==> config.mk <==
export PLATFORM = sky130hd
export DESIGN_NAME = rvfi_dmem_responder
export DESIGN_NICKNAME = d
export VERILOG_FILES = /design/src/rtl/rvfi_dmem_responder.sv
export SDC_FILE = /design/constraint.sdc
export NUM_CORES = 1
export LEC_CHECK = 0
export BUFFER_PORTS_ARGS = -buffer_cell sky130_fd_sc_hd__buf_2
export CAP_MARGIN = 20
export CORE_ASPECT_RATIO = 1.25
export CORE_MARGIN = 10
export CORE_UTILIZATION = 45
export CTS_BUF_LIST = sky130_fd_sc_hd__clkbuf_4
export CTS_CLUSTER_SIZE = 16
export DETAILED_ROUTE_END_ITERATION = 12
export GPL_ROUTABILITY_DRIVEN = 0
export SLEW_MARGIN = 25
export SYNTH_ARGS = -nofsm -noshare
export SYNTH_HDL_FRONTEND = slang
export SYNTH_SLANG_ARGS = --single-unit
==> constraint.sdc <==
create_clock -name clk -period 5.9 [get_ports clk]
set_clock_uncertainty 0.1 [all_clocks]
set_input_delay 1.475 -clock clk [delete_from_list [all_inputs] [get_ports clk]]
set_output_delay 1.475 -clock clk [all_outputs]
set_load 0.01 [all_outputs]
==> src/rtl/rvfi_dmem_responder.sv <==
// rvfi_dmem_responder
// Behavioural data-memory responder. It serves a valid/ready data bus from a
// small byte-writable word array. The latency is configurable and can be
// stretched by stall cycles. Every completed access is also published as an
// RVFI-style memory record. Only one request is outstanding at a time.
module rvfi_dmem_responder #(
    parameter int              XLEN       = 32,
    parameter int              DEPTH_LOG2 = 4,
    parameter logic [XLEN-1:0] ADDR_BASE  = {XLEN{1'b0}},
    parameter int              LATENCY    = 2
) (
    input  logic              clk,
    input  logic              resetn,
    input  logic              stall,
    input  logic              mem_valid,
    output logic              mem_ready,
    input  logic [XLEN-1:0]   mem_addr,
    input  logic [XLEN/8-1:0] mem_wstrb,
    input  logic [XLEN-1:0]   mem_wdata,
    output logic [XLEN-1:0]   mem_rdata,
    output logic              mem_err,
    output logic              proto_err,
    output logic              trace_valid,
    output logic [XLEN-1:0]   trace_addr,
    output logic [XLEN/8-1:0] trace_rmask,
    output logic [XLEN/8-1:0] trace_wmask,
    output logic [XLEN-1:0]   trace_rdata,
    output logic [XLEN-1:0]   trace_wdata
);

    localparam int         NB       = XLEN / 8;
    localparam int         ALIGN    = $clog2(NB);
    localparam int         DEPTH    = 1 << DEPTH_LOG2;
    localparam logic [7:0] CNT_INIT = 8'(LATENCY - 1);
    localparam bit         LAT_ONE  = (LATENCY == 1);

    typedef enum logic [1:0] {
        ST_IDLE = 2'd0,
        ST_WAIT = 2'd1,
        ST_RESP = 2'd2
    } state_t;

    // Expand per-lane strobes into a per-bit mask.
    function automatic logic [XLEN-1:0] lane_mask(input logic [NB-1:0] m);
        logic [XLEN-1:0] r;
        r = {XLEN{1'b0}};
        for (int b = 0; b < NB; b++) begin
            r[8*b +: 8] = {8{m[b]}};
        end
        return r;
    endfunction

    state_t          state_r;
    logic [7:0]      cnt_r;
    logic [XLEN-1:0] req_addr_r;
    logic [NB-1:0]   req_wstrb_r;
    logic [XLEN-1:0] req_wdata_r;
    logic [XLEN-1:0] mem_r [DEPTH];

    logic            mem_ready_r;
    logic [XLEN-1:0] mem_rdata_r;
    logic            mem_err_r;
    logic            proto_err_r;
    logic [XLEN-1:0] trace_addr_r;
    logic [NB-1:0]   trace_rmask_r;
    logic [NB-1:0]   trace_wmask_r;
    logic [XLEN-1:0] trace_wdata_r;

    // A request that completes straight out of IDLE (LATENCY==1) has not yet been captured.
    logic [XLEN-1:0]       cur_addr_s;
    logic [NB-1:0]         cur_wstrb_s;
    logic [XLEN-1:0]       cur_wdata_s;
    logic [XLEN-1:0]       off_s;
    logic [DEPTH_LOG2-1:0] idx_s;
    logic                  legal_s;
    logic                  enter_resp_s;
    logic [NB-1:0]         wmask_s;

    // Select the request source, decode the window and detect entry into RESP.
    always_comb begin
        if (state_r == ST_IDLE) begin
            cur_addr_s  = mem_addr;
            cur_wstrb_s = mem_wstrb;
            cur_wdata_s = mem_wdata;
        end else begin
            cur_addr_s  = req_addr_r;
            cur_wstrb_s = req_wstrb_r;
            cur_wdata_s = req_wdata_r;
        end
        // Unsigned subtract: addresses below the base wrap far out of the window.
        off_s   = cur_addr_s - ADDR_BASE;
        idx_s   = off_s[ALIGN +: DEPTH_LOG2];
        legal_s = (off_s[ALIGN-1:0] == {ALIGN{1'b0}}) &&
                  (off_s[XLEN-1:ALIGN+DEPTH_LOG2] == {(XLEN-ALIGN-DEPTH_LOG2){1'b0}});
        if (legal_s) begin
            wmask_s = cur_wstrb_s;
        end else begin
            wmask_s = {NB{1'b0}};
        end
        case (state_r)
            ST_IDLE: enter_resp_s = mem_valid && LAT_ONE;
            ST_WAIT: enter_resp_s = mem_valid && !stall && (cnt_r == 8'd1);
            default: enter_resp_s = 1'b0;
        endcase
    end

    // Request FSM with the latency counter and registered response/trace outputs.
    always_ff @(posedge clk or negedge resetn) begin
        if (!resetn) begin
            state_r       <= ST_IDLE;
            cnt_r         <= 8'd0;
            req_addr_r    <= {XLEN{1'b0}};
            req_wstrb_r   <= {NB{1'b0}};
            req_wdata_r   <= {XLEN{1'b0}};
            mem_ready_r   <= 1'b0;
            mem_rdata_r   <= {XLEN{1'b0}};
            mem_err_r     <= 1'b0;
            proto_err_r   <= 1'b0;
            trace_addr_r  <= {XLEN{1'b0}};
            trace_rmask_r <= {NB{1'b0}};
            trace_wmask_r <= {NB{1'b0}};
            trace_wdata_r <= {XLEN{1'b0}};
        end else begin
            // Response outputs are zero except during the single RESP cycle.
            mem_ready_r   <= 1'b0;
            mem_rdata_r   <= {XLEN{1'b0}};
            mem_err_r     <= 1'b0;
            trace_addr_r  <= {XLEN{1'b0}};
            trace_rmask_r <= {NB{1'b0}};
            trace_wmask_r <= {NB{1'b0}};
            trace_wdata_r <= {XLEN{1'b0}};
            if (enter_resp_s) begin
                mem_ready_r   <= 1'b1;
                mem_err_r     <= !legal_s;
                // Writes return the word as it was before this write lands.
                mem_rdata_r   <= legal_s ? mem_r[idx_s] : {XLEN{1'b0}};
                trace_addr_r  <= cur_addr_s;
                trace_rmask_r <= (legal_s && (cur_wstrb_s == {NB{1'b0}})) ? {NB{1'b1}} : {NB{1'b0}};
                trace_wmask_r <= wmask_s;
                trace_wdata_r <= cur_wdata_s & lane_mask(wmask_s);
            end
            case (state_r)
                ST_IDLE: begin
                    if (mem_valid) begin
                        req_addr_r  <= mem_addr;
                        req_wstrb_r <= mem_wstrb;
                        req_wdata_r <= mem_wdata;
                        cnt_r       <= CNT_INIT;
                        state_r     <= LAT_ONE ? ST_RESP : ST_WAIT;
                    end else begin
                        state_r <= ST_IDLE;
                    end
                end
                ST_WAIT: begin
                    if (!mem_valid) begin
                        proto_err_r <= 1'b1;
                        cnt_r       <= 8'd0;
                        state_r     <= ST_IDLE;
                    end else if (stall) begin
                        state_r <= ST_WAIT;
                    end else begin
                        cnt_r   <= cnt_r - 8'd1;
                        state_r <= (cnt_r == 8'd1) ? ST_RESP : ST_WAIT;
                    end
                end
                ST_RESP: begin
                    state_r <= ST_IDLE;
                end
                default: begin
                    state_r <= ST_IDLE;
                end
            endcase
        end
    end

    // Word array: cleared on reset, strobed lanes of a legal write commit on entry to RESP.
    always_ff @(posedge clk or negedge resetn) begin
        if (!resetn) begin
            for (int i = 0; i < DEPTH; i++) begin
                mem_r[i] <= {XLEN{1'b0}};
            end
        end else begin
            if (enter_resp_s && legal_s) begin
                for (int b = 0; b < NB; b++) begin
                    if (cur_wstrb_s[b]) begin
                        mem_r[idx_s][8*b +: 8] <= cur_wdata_s[8*b +: 8];
                    end else begin
                        mem_r[idx_s][8*b +: 8] <= mem_r[idx_s][8*b +: 8];
                    end
                end
            end else begin
                for (int i = 0; i < DEPTH; i++) begin
                    mem_r[i] <= mem_r[i];
                end
            end
        end
    end

    assign mem_ready   = mem_ready_r;
    assign mem_rdata   = mem_rdata_r;
    assign mem_err     = mem_err_r;
    assign proto_err   = proto_err_r;
    assign trace_valid = mem_ready_r;
    assign trace_addr  = trace_addr_r;
    assign trace_rmask = trace_rmask_r;
    assign trace_wmask = trace_wmask_r;
    assign trace_rdata = mem_rdata_r;
    assign trace_wdata = trace_wdata_r;

endmodule

==> summary.txt, run 1 <==
Layout
  – Fill count: 6107
  – Share of layout cells above drive strength 1: 0.219
  – Post-Route Utilization: 0.510
  – Finished Cell Area: 0.0341 mm²
  – Nets: 3126
  – Post-Layout Cell Count: 4018
  – Area Overhead vs Synth: 12.5%

Clock tree
  – Clk slew on worst S/H paths: 0.07 ns
  – # Post-CTS Setup Buffers: 0
  – Clock sink count: 694
  – Clock Latency Late Sink: 1.03 ns
  – Cts-stage hold buffer count: 0
  – CTS resizes: 0
  – CTS tree: yes
  – Max clock buf depth: 3
  – CTS Buf Count: 171
  – H-tree depth: 4
  – Root Buffer: clkbuf_4

Power and ir drop
  – Seq pwr share: 0.460
  – Power per cell area: 326 mW/mm²
  – Sw Share: 0.319
  – Pwr Total: 11.1 mW
  – Clock share of power: 0.343
  – Leak Pwr: 16.4 nW
  – Sw Pwr: 3.55 mW
  – P_int: 7.57 mW
  – Worst VDD drop: 0.000215 V
  – Comb pwr share: 0.197

Placed design
  – I/O Buffers: 211
  – DP Area: 0.0320 mm²
  – Placed Cells incl. Taps: 3742
  – Post-DP HPWL: 52.9 mm
  – Placement Setup Slack: 1.08 ns

Die
  – Core Region: 0.0668 mm²
  – Row Count: 106
  – Die Y: 310 µm
  – Boundary pin count: 212
  – Initial Util: 0.454
  – Die area: 0.0782 mm²
  – DIE WIDTH: 252 µm

Detailed routing
  – DR vias: 23071
  – Remaining DRCs: 0
  – Wire per inst: 22.0 µm
  – DRT iter0 DRCs: 1792
  – Drt first pass iters: 5
  – Via-to-Cell Ratio: 5.74
  – Drt total wl: 88.2 mm
  – Antenna Violating Nets Remaining: 0

Logic synthesis
  – Post-synthesis sequential area ratio: 0.573
  – Post-Syn Instances: 2886
  – Post-synthesis area per instance: 10.5 µm²
  – Ys Warns: 0
  – Synth Flop Type: dfrtp_1
  – Post-synth EDFFs: 0
  – Mapped cell area: 0.0303 mm²
  – Distinct cell type count after synthesis: 51
  – #FFs+latches synth: 694
  – Post-synth ARST share: 1.00
  – Mapped Nets: 2960

Setup path
  – Crit Path Max Fanout: 40
  – Cells along the critical path: nor2_4 -> buf_4 -> o21ai_0 -> nand2_1 -> buf_4 -> o22ai_1 -> o41ai_1 -> and2_1 -> a21oi_1
  – Worst path most repeated cell: buf_4
  – Crit start category: register
  – Worst EP required: 6.62 ns
  – Delay-heaviest family, CP: simple AND/OR/NAND/NOR gates
  – Slowest cell on the critical path: nand2_1
  – Arrival time worst endpoint: 4.84 ns
  – Critical Path End Type: register
  – Largest stage delay, worst path: 0.67 ns
  – Crit path kind: register to register
  – CP bufs+invs: 2

STA
  – Setup TNS: 0 ns
  – Slew Viols, Final: 0
  – Worst setup margin: 1.77 ns
  – RSZ-0062 raised after global routing: no
  – Fin. Hold Viols: 0
  – Setup-failing EPs final: 0
  – Maximum clock rate: 0.242 GHz
  – Crit share post-route: 0.699
  – Slew @ Worst Pin: 1.05 ns
  – Final min period: 4.13 ns
  – Slew margin rel.: 0.300
  – Final hold slack: 0.335 ns

Global routing
  – Initial antenna violation count: 9
  – First-pass GRT wire length: 136 mm
  – Largest net degree at the start of global routing: 138
  – GRT Resource Usage Total: 0.226
  – Grt ovf: 0
  – Vias in the first global route: 23441

Worst hold path
  – Worst min path class: primary input to async pin

Job
  – Max Cap Viol: 0

Run status
  – Outcome: complete, no violations
==> layer usage <==
layer	vias to the layer above	global-route usage	wire length, µm
li1	10606	-	-
met1	11477	0.288	36900
met2	821	0.368	42400
met3	159	0.0592	6660
met4	8	0.0851	2300
met5	-	0	42
==> layout make-up <==
type,count,area (µm²),share of cell area
clock buffer,233,1750,0.0513
clock inverter,38,243,0.00712
timing repair buffer,271,1750,0.0514
sequential,694,17400,0.509
tap,864,1080,0.0317
multi-input combinational,1907,11900,0.348
inverter,7,26.3,0.000770
antenna,4,10.0,0.000294
==> synth_stat cells (3+ instances only) <==
cell type	count	area [µm²]
nor3_1	12	60.1
buf_4	58	435
o41ai_1	10	87.6
a21oi_1	339	1700
xor2_1	4	35.0
mux2_2	105	1180
mux2i_1	232	2320
o221ai_1	26	228
o21ai_0	5	25.0
nor2_2	12	75.1
nor3_2	5	50.1
and2_1	11	68.8
o21ai_1	6	30.0
buf_2	88	440
a221oi_1	14	123
o21ai_2	8	70.1
and3_1	23	144
clkbuf_1	124	465
buf_6	5	56.3
dfrtp_1	694	17400
inv_1	7	26.3
a32o_1	3	30.0
nand2_1	91	342
a31oi_1	232	1450
nor2_1	613	2300
o22a_1	26	228
nand2b_1	6	37.5
nand4_1	5	31.3
o22ai_1	58	363
buf_1	3	11.3
a31oi_2	8	100
nor4_1	25	156
==> power groups by stage <==
stage	logic (mW)	clock network (mW)	registers, mW
CTS	2.16	3.93	5.10
floorplan	1.47	0	5.12
finish	2.19	3.82	5.12
global placement	2.13	0	5.17
detailed placement	2.15	0	5.19
global route	2.33	4.18	5.14
==> state kept, by name, indices dropped and copies added (netlist names) <==
| name | count |
|---|---|
| mem_ready | 1 |
| req_wdata_r | 32 |
| mem_rdata | 32 |
| trace_addr | 32 |
| req_addr_r | 32 |
| trace_wdata | 32 |
| cnt_r | 8 |
| state_r | 2 |
| proto_err | 1 |
| mem_err | 1 |
| trace_wmask | 4 |
| req_wstrb_r | 4 |
| mem_r | 512 |
| trace_rmask | 1 |
==> final timing paths <==
kind	depth (start not counted)	endpoint	from	slack, ns
worst max-delay path	9	mem_r[376]$_DFFE_PN0P_	state_r[0]$_DFF_PN0_	1.77
worst min-delay path	1	mem_r[448]$_DFFE_PN0P_	resetn	0.34
worst max register to register	9	mem_r[376]$_DFFE_PN0P_	state_r[0]$_DFF_PN0_	1.77
worst min register to register	1	proto_err$_DFFE_PN0P_	proto_err$_DFFE_PN0P_	0.38
max in group asynchronous	2	trace_wdata[28]$_DFF_PN0_	resetn	4.17
min in group clk	1	proto_err$_DFFE_PN0P_	proto_err$_DFFE_PN0P_	0.38
==> layout by cell type (no fill, tap or decap), drive strengths merged, types with 6 or more instances in the layout <==
master	netlist	final
nand4	7	7
buf	154	271
nor2	625	625
nand2	92	92
clkbuf	124	233
dfrtp	694	694
a21oi	339	339
a221oi	15	15
nor4	25	25
o22ai	58	58
o41ai	10	10
o22a	26	26
clkinv	0	27
mux2i	232	232
o221ai	26	26
mux2	106	106
and3	23	23
a31oi	242	242
nand2b	6	6
nor3	17	17
o21ai	19	19
inv	7	12
and2	11	11
==> cells by family after synthesis <==
group / synth area share
compound gates: 0.150
mux: 0.116
fa+ha+maj: 0.000825
flops: 0.573
buf+inv: 0.0473
xor+xnor: 0.00173
simple gates: 0.111
Power figures use the tool's default switching activity.
==> inputs of run 2 (changes only) <==
Clock period 5.9 ns to 3.9 ns, I/O delays scaled along.
==> run 2 against run 1 <==
- total power up 54%
- sequential share of layout area down 1.0 points
- core utilization up 1.1 points
- first-iteration DRC count up 4.4%
- design area up 2.1%
- non-clock buffer count up 60
==> summary.txt, run 2 (synthesized netlist as in run 1, its figures left out) <==
Run status
  – Outcome: complete, no violations (unchanged)

Setup path
  – Critical R2R Launch: state_r[1]$_DFF_PN0_ (was state_r[0]$_DFF_PN0_)
  – Arrival time worst endpoint: 4.30 ns (was 4.84 ns)
  – Flop-to-flop setup slack: 0.39 ns (was 1.77 ns)
  – Worst Setup EP: mem_r[173]$_DFFE_PN0P_ (was mem_r[376]$_DFFE_PN0P_)
  – Cells along the critical path: or2_4 -> mux2i_4 -> buf_12 -> buf_12 -> buf_4 -> mux2i_1 -> o22ai_1 -> o41ai_1 -> and2_1 -> a21oi_1 (was nor2_4 -> buf_4 -> o21ai_0 -> nand2_1 -> buf_4 -> o22ai_1 -> o41ai_1 -> and2_1 -> a21oi_1)
  – Critical Path End Type: register (unchanged)
  – Crit Path Max Fanout: 32 (was 40)
  – Worst Setup SP: state_r[1]$_DFF_PN0_ (was state_r[0]$_DFF_PN0_)
  – Worst r2r dst: mem_r[173]$_DFFE_PN0P_ (was mem_r[376]$_DFFE_PN0P_)
  – Crit path kind: register to register (unchanged)
  – Largest stage delay, worst path: 0.59 ns (was 0.67 ns)
  – Worst path most repeated cell: buf_12 (was buf_4)
  – Slowest cell on the critical path: dfrtp_1 (was nand2_1)
  – Worst EP required: 4.68 ns (was 6.62 ns)
  – Reg2Reg Depth: 10 (was 9)
  – Crit start category: register (unchanged)

Detailed routing
  – Drt first pass iters: 6 (was 5)
  – DRT iter0 DRCs: 1871 (was 1792)
  – Antenna Violating Nets Remaining: 0 (unchanged)
  – DRT met1 WL: 37.0 mm (was 36.9 mm)
  – Met2 WL post-DR: 43.1 mm (was 42.4 mm)
  – Via-to-Cell Ratio: 5.73 (was 5.74)
  – Remaining DRCs: 0 (unchanged)
  – Met3 WL: 6.65 mm (was 6.66 mm)
  – DR vias: 23436 (was 23071)
  – Drt total wl: 89.2 mm (was 88.2 mm)
  – Wire per inst: 21.8 µm (was 22.0 µm)
  – Highest metal used: met5 (unchanged)

Layout
  – Largest register FFs: 512 (unchanged)
  – Commonest non-fill, non-tap cell in the layout: dfrtp_1 (unchanged)
  – Area Overhead vs Synth: 14.8% (was 12.5%)
  – Nets: 3183 (was 3126)
  – Most frequent cells in the layout: 694 x dfrtp_1, 611 x nor2_1, 339 x a21oi_1 (unchanged)
  – Top reg by flops: mem_r (unchanged)
  – Finished Cell Area: 0.0348 mm² (was 0.0341 mm²)
  – Share of layout cells above drive strength 1: 0.233 (was 0.219)

Job
  – Max Cap Viol: 0 (unchanged)

Placed design
  – Placement Setup Slack: -0.0966 ns (was 1.08 ns)
  – Post-DP HPWL: 55.6 mm (was 52.9 mm)
  – DP Area: 0.0326 mm² (was 0.0320 mm²)
  – I/O Buffers: 211 (unchanged)

Power and ir drop
  – Leak Pwr: 16.8 nW (was 16.4 nW)
  – Worst VDD drop: 0.000364 V (was 0.000215 V)
  – Power per cell area: 492 mW/mm² (was 326 mW/mm²)

STA
  – Worst setup margin: 0.387 ns (was 1.77 ns)
  – Maximum clock rate: 0.285 GHz (was 0.242 GHz)
  – Fin. Hold Viols: 0 (unchanged)
  – Final hold slack: 0.0991 ns (was 0.335 ns)
  – Setup-failing EPs final: 0 (unchanged)
  – Slew @ Worst Pin: 1.08 ns (was 1.05 ns)
  – Final min period: 3.51 ns (was 4.13 ns)
  – RSZ-0062 raised after global routing: no (unchanged)
  – Slew Viols, Final: 0 (unchanged)
  – Crit share post-route: 0.901 (was 0.699)
  – Slew margin rel.: 0.280 (was 0.300)

Clock tree
  – Clk slew on worst S/H paths: 0.07 ns (about the same)
  – CTS resizes: 0 (unchanged)
  – CTS tree: yes (unchanged)
  – Clock Latency Late Sink: 1.05 ns (was 1.03 ns)
  – Cts-stage hold buffer count: 6 (was 0)
  – Max clock buf depth: 3 (unchanged)
  – # Post-CTS Setup Buffers: 0 (unchanged)
  – H-tree depth: 4 (unchanged)
  – Root Buffer: clkbuf_4 (unchanged)
  – CTS Buf Count: 168 (was 171)
  – Clock sink count: 694 (unchanged)

Global routing
  – Largest net degree at the start of global routing: 91 (was 138)
  – Initial antenna violation count: 6 (was 9)
  – Grt ovf: 0 (unchanged)
  – Vias in the first global route: 23984 (was 23441)
  – First-pass GRT wire length: 138 mm (was 136 mm)
  – GRT Resource Usage Total: 0.229 (was 0.226)

Die
  – Die area: 0.0782 mm² (unchanged)
  – Core Region: 0.0668 mm² (unchanged)
  – Row Count: 106 (unchanged)
  – Die Y: 310 µm (unchanged)
  – Boundary pin count: 212 (unchanged)
  – Initial Util: 0.454 (unchanged)
  – DIE WIDTH: 252 µm (unchanged)

Worst hold path
  – Worst min path class: primary input to register (was primary input to async pin)
run 2: area by class of cell:
type	count	area, µm²
diodes	4	10.0
clock buffers	240	1800
clock inverters	42	251
fillers	6074	32000
inverters	7	26.3
multi-input cells	1907	11800
flip-flops and latches	694	17400
well taps	864	1080
repair buffers	331	2470
run 2: per-stage QoR:
step                total power [mW]  instances  TNS, ns   util
floorplan                       9.97       2886        0      -
global placement                11.3       3797   -0.379  0.488
detailed placement              11.3       3797   -0.656  0.488
CTS                             17.2       4085        0  0.520
global route                    17.9       4088        0  0.521
finish                          17.1       4089        0  0.521
run 2: worst min-delay path by stage:
stage                                from                          end  slack, ns  cells after the start
CTS                          mem_wdata[5]   req_wdata_r[5]$_DFFE_PN0P_      0.001                      2
floorplan            cnt_r[6]$_DFFE_PN0P_         cnt_r[6]$_DFFE_PN0P_       0.36                      1
global placement    proto_err$_DFFE_PN0P_        proto_err$_DFFE_PN0P_       0.36                      1
global route                mem_wdata[31]  req_wdata_r[31]$_DFFE_PN0P_       0.02                      2
detailed placement  proto_err$_DFFE_PN0P_        proto_err$_DFFE_PN0P_       0.36                      1
finish                      mem_wdata[20]  req_wdata_r[20]$_DFFE_PN0P_        0.1                      2
run 2: per-layer routing:
metal	vias up	global-route usage
li1	10737	-
met1	11680	0.282
met2	853	0.377
met3	160	0.0628
met4	6	0.0889
met5	-	0
run 2: where the power goes:
| group | switching (mW) | leakage, nW | internal, mW |
|---|---|---|---|
| clock | 2.85 | 1.23 | 3.01 |
| combinational | 2.34 | 6.04 | 1.22 |
| sequential | 0.252 | 9.53 | 7.47 |
run 2: worst max-delay path: cells and delay by family (launching register included):
family          cells  cell delay [ns]
buf+inv             3             0.70
flops               1             0.59
mux                 2             0.48
compound gates      3             0.66
simple gates        2             0.82
==> inputs of run 3 (changes only) <==
Settings changed: CORE_UTILIZATION 45 to 60, PLACE_DENSITY from default to 0.79.
==> run 3 against run 2 <==
- non-clock buffer count fell by 4
- critical path depth down 2
- count of clock-buffer cells in the layout decreased by 20
- combinational power down 3%
- register-to-register slack got worse by 0.14 ns
- sequential share of layout area rose by 1.0 points
- first-iteration DRC count increased by 22%
- global-route usage up 4.9 points
- via count is 3.1% higher
- maximum frequency shrank 3.7%
- critical endpoint is now mem_r[510]$_DFFE_PN0P_
- largest power group unchanged
- highest routed layer unchanged
==> summary.txt, run 3 (synthesized netlist as in run 1, its figures left out) <==
Power and ir drop
  – Pwr Total: 16.8 mW (was 17.1 mW)
  – Leak Pwr: 16.6 nW (was 16.8 nW)
  – Worst VDD drop: 0.000343 V (was 0.000364 V)
  – Power per cell area: 492 mW/mm² (about the same)

Setup path
  – Worst Setup SP: state_r[0]$_DFF_PN0_ (was state_r[1]$_DFF_PN0_)
  – Critical R2R Launch: state_r[0]$_DFF_PN0_ (was state_r[1]$_DFF_PN0_)
  – Crit Path Max Fanout: 16 (was 32)
  – Crit start category: register (unchanged)
  – Worst EP required: 4.54 ns (was 4.68 ns)
  – Crit path kind: register to register (unchanged)
  – Arrival time worst endpoint: 4.29 ns (was 4.30 ns)
  – Cells along the critical path: nor2_4 -> mux2_2 -> nand2_1 -> buf_4 -> o22ai_1 -> o41ai_1 -> and2_1 -> a21oi_1 (was or2_4 -> mux2i_4 -> buf_12 -> buf_12 -> buf_4 -> mux2i_1 -> o22ai_1 -> o41ai_1 -> and2_1 -> a21oi_1)
  – Largest stage delay, worst path: 0.56 ns (was 0.59 ns)
  – Critical Path End Type: register (unchanged)
  – Slowest cell on the critical path: dfrtp_1 (unchanged)

Placed design
  – I/O Buffers: 211 (unchanged)
  – Placement Setup Slack: 0.132 ns (was -0.0966 ns)
  – Placed Cells incl. Taps: 3592 (was 3797)
  – DP Area: 0.0322 mm² (was 0.0326 mm²)
  – Post-DP HPWL: 53.3 mm (was 55.6 mm)

STA
  – Maximum clock rate: 0.274 GHz (was 0.285 GHz)
  – Worst setup margin: 0.251 ns (was 0.387 ns)
  – RSZ-0062 raised after global routing: no (unchanged)
  – Slew Viols, Final: 0 (unchanged)
  – Setup-failing EPs final: 0 (unchanged)
  – Final min period: 3.65 ns (was 3.51 ns)
  – Final hold slack: 0.217 ns (was 0.0991 ns)
  – Crit share post-route: 0.936 (was 0.901)
  – Slew margin rel.: 0.324 (was 0.280)
  – Fin. Hold Viols: 0 (unchanged)
  – Setup TNS: 0 ns (unchanged)
  – Slew @ Worst Pin: 1.01 ns (was 1.08 ns)

Die
  – Row Count: 92 (was 106)
  – Boundary pin count: 212 (unchanged)
  – Core Region: 0.0502 mm² (was 0.0668 mm²)
  – Initial Util: 0.604 (was 0.454)
  – Die area: 0.0600 mm² (was 0.0782 mm²)
  – Die Y: 271 µm (was 310 µm)
  – DIE WIDTH: 221 µm (was 252 µm)

Layout
  – Most frequent cells in the layout: 694 x dfrtp_1, 611 x nor2_1, 339 x a21oi_1 (unchanged)
  – Finished Cell Area: 0.0341 mm² (was 0.0348 mm²)
  – Commonest non-fill, non-tap cell in the layout: dfrtp_1 (unchanged)
  – Area Overhead vs Synth: 12.5% (was 14.8%)
  – Largest register FFs: 512 (unchanged)
  – Share of layout cells above drive strength 1: 0.226 (was 0.233)
  – Nets: 3171 (was 3183)
  – Top reg by flops: mem_r (unchanged)
  – Post-Route Utilization: 0.680 (was 0.521)
  – Post-Layout Cell Count: 3855 (was 4089)

Clock tree
  – Max clock buf depth: 3 (unchanged)
  – # Post-CTS Setup Buffers: 0 (unchanged)
  – Clk slew on worst S/H paths: 0.07 ns (about the same)
  – Root Buffer: clkbuf_4 (unchanged)
  – Clock Latency Late Sink: 0.94 ns (was 1.05 ns)
  – CTS tree: yes (unchanged)
  – H-tree depth: 4 (unchanged)
  – CTS Buf Count: 160 (was 168)
  – Clock sink count: 694 (unchanged)

Detailed routing
  – Drt first pass iters: 7 (was 6)
  – DR vias: 24152 (was 23436)
  – Antenna Violating Nets Remaining: 0 (unchanged)
  – DRT iter0 DRCs: 2282 (was 1871)
  – Via-to-Cell Ratio: 6.27 (was 5.73)
  – Wire per inst: 22.0 µm (was 21.8 µm)
  – Drt total wl: 84.7 mm (was 89.2 mm)
  – Remaining DRCs: 0 (unchanged)

Global routing
  – Vias in the first global route: 24825 (was 23984)
  – First-pass GRT wire length: 134 mm (was 138 mm)
  – GRT Resource Usage Total: 0.278 (was 0.229)
  – Largest net degree at the start of global routing: 99 (was 91)
  – Grt ovf: 0 (unchanged)
  – Initial antenna violation count: 2 (was 6)

Worst hold path
  – Worst min path class: primary input to register (unchanged)
  – Hold path start: mem_wdata[23] (was mem_wdata[20])

Run status
  – Outcome: complete, no violations (unchanged)

Job
  – Max Cap Viol: 0 (unchanged)
==> run 3: cell count changes in the layout (fill, tap and decap cells not counted), sizes merged <==
cell / before / now
buf: 325 / 326
clkinv: 35 / 31
bufinv: 3 / 4
clkbuf: 240 / 220
inv: 10 / 12
dlygate4sd3: 6 / 1
diode: 4 / 1
==> run 3: cell type report <==
type                       count  area, µm²
sequential                   694      17400
fill                        3760      16100
multi-input combinational   1907      11700
timing repair buffer         327       2280
clock buffer                 220       1650
tap                          658        823
clock inverter                41        270
inverter                       7       26.3
antenna                        1       2.50
==> run 3: repair_timing <==
item	in CTS	in global routing
setup endpoints to repair	0	0
resized for setup	0	0
hold buffers	1	0
endpoints found under the hold margin	63	0
==> run 3: report_power, final <==
part / switching (mW) / internal [mW] / leakage [nW] / total (mW)
logic: 2.27 / 1.20 / 5.97 / 3.47
registers: 0.247 / 7.46 / 9.53 / 7.71
clock network: 2.77 / 2.85 / 1.15 / 5.62
total: 5.28 / 11.5 / 16.6 / 16.8
==> run 3: final timing paths <==
check	end	slack, ns	depth (start not counted)
min in group asynchronous	mem_r[131]$_DFFE_PN0P_	0.57	2
worst min register to register	proto_err$_DFFE_PN0P_	0.40	1
worst min-delay path	req_wdata_r[23]$_DFFE_PN0P_	0.22	2
worst max-delay path	mem_r[510]$_DFFE_PN0P_	0.25	8
worst max register to register	mem_r[510]$_DFFE_PN0P_	0.25	8
max in group asynchronous	trace_wdata[8]$_DFF_PN0_	2.05	3
==> run 3: worst max-delay path: cells and delay by family (launching register included) <==
kind	cells	cell delay (ns)
flip-flops	1	0.56
AND/OR/NAND/NOR	3	1.31
AO/OA/AOI/OAI	3	0.69
buffers and inverters	1	0.37
multiplexers	1	0.47
==> run 3: per-layer routing <==
metal  global-route usage  up-vias  part of all wire
met1                0.341    11938              0.38
met3               0.0649      219              0.10
met2                0.459     1289              0.49
met4                0.126        2             0.034
met5                    0        -           0.00015
li1                     -    10704                 -
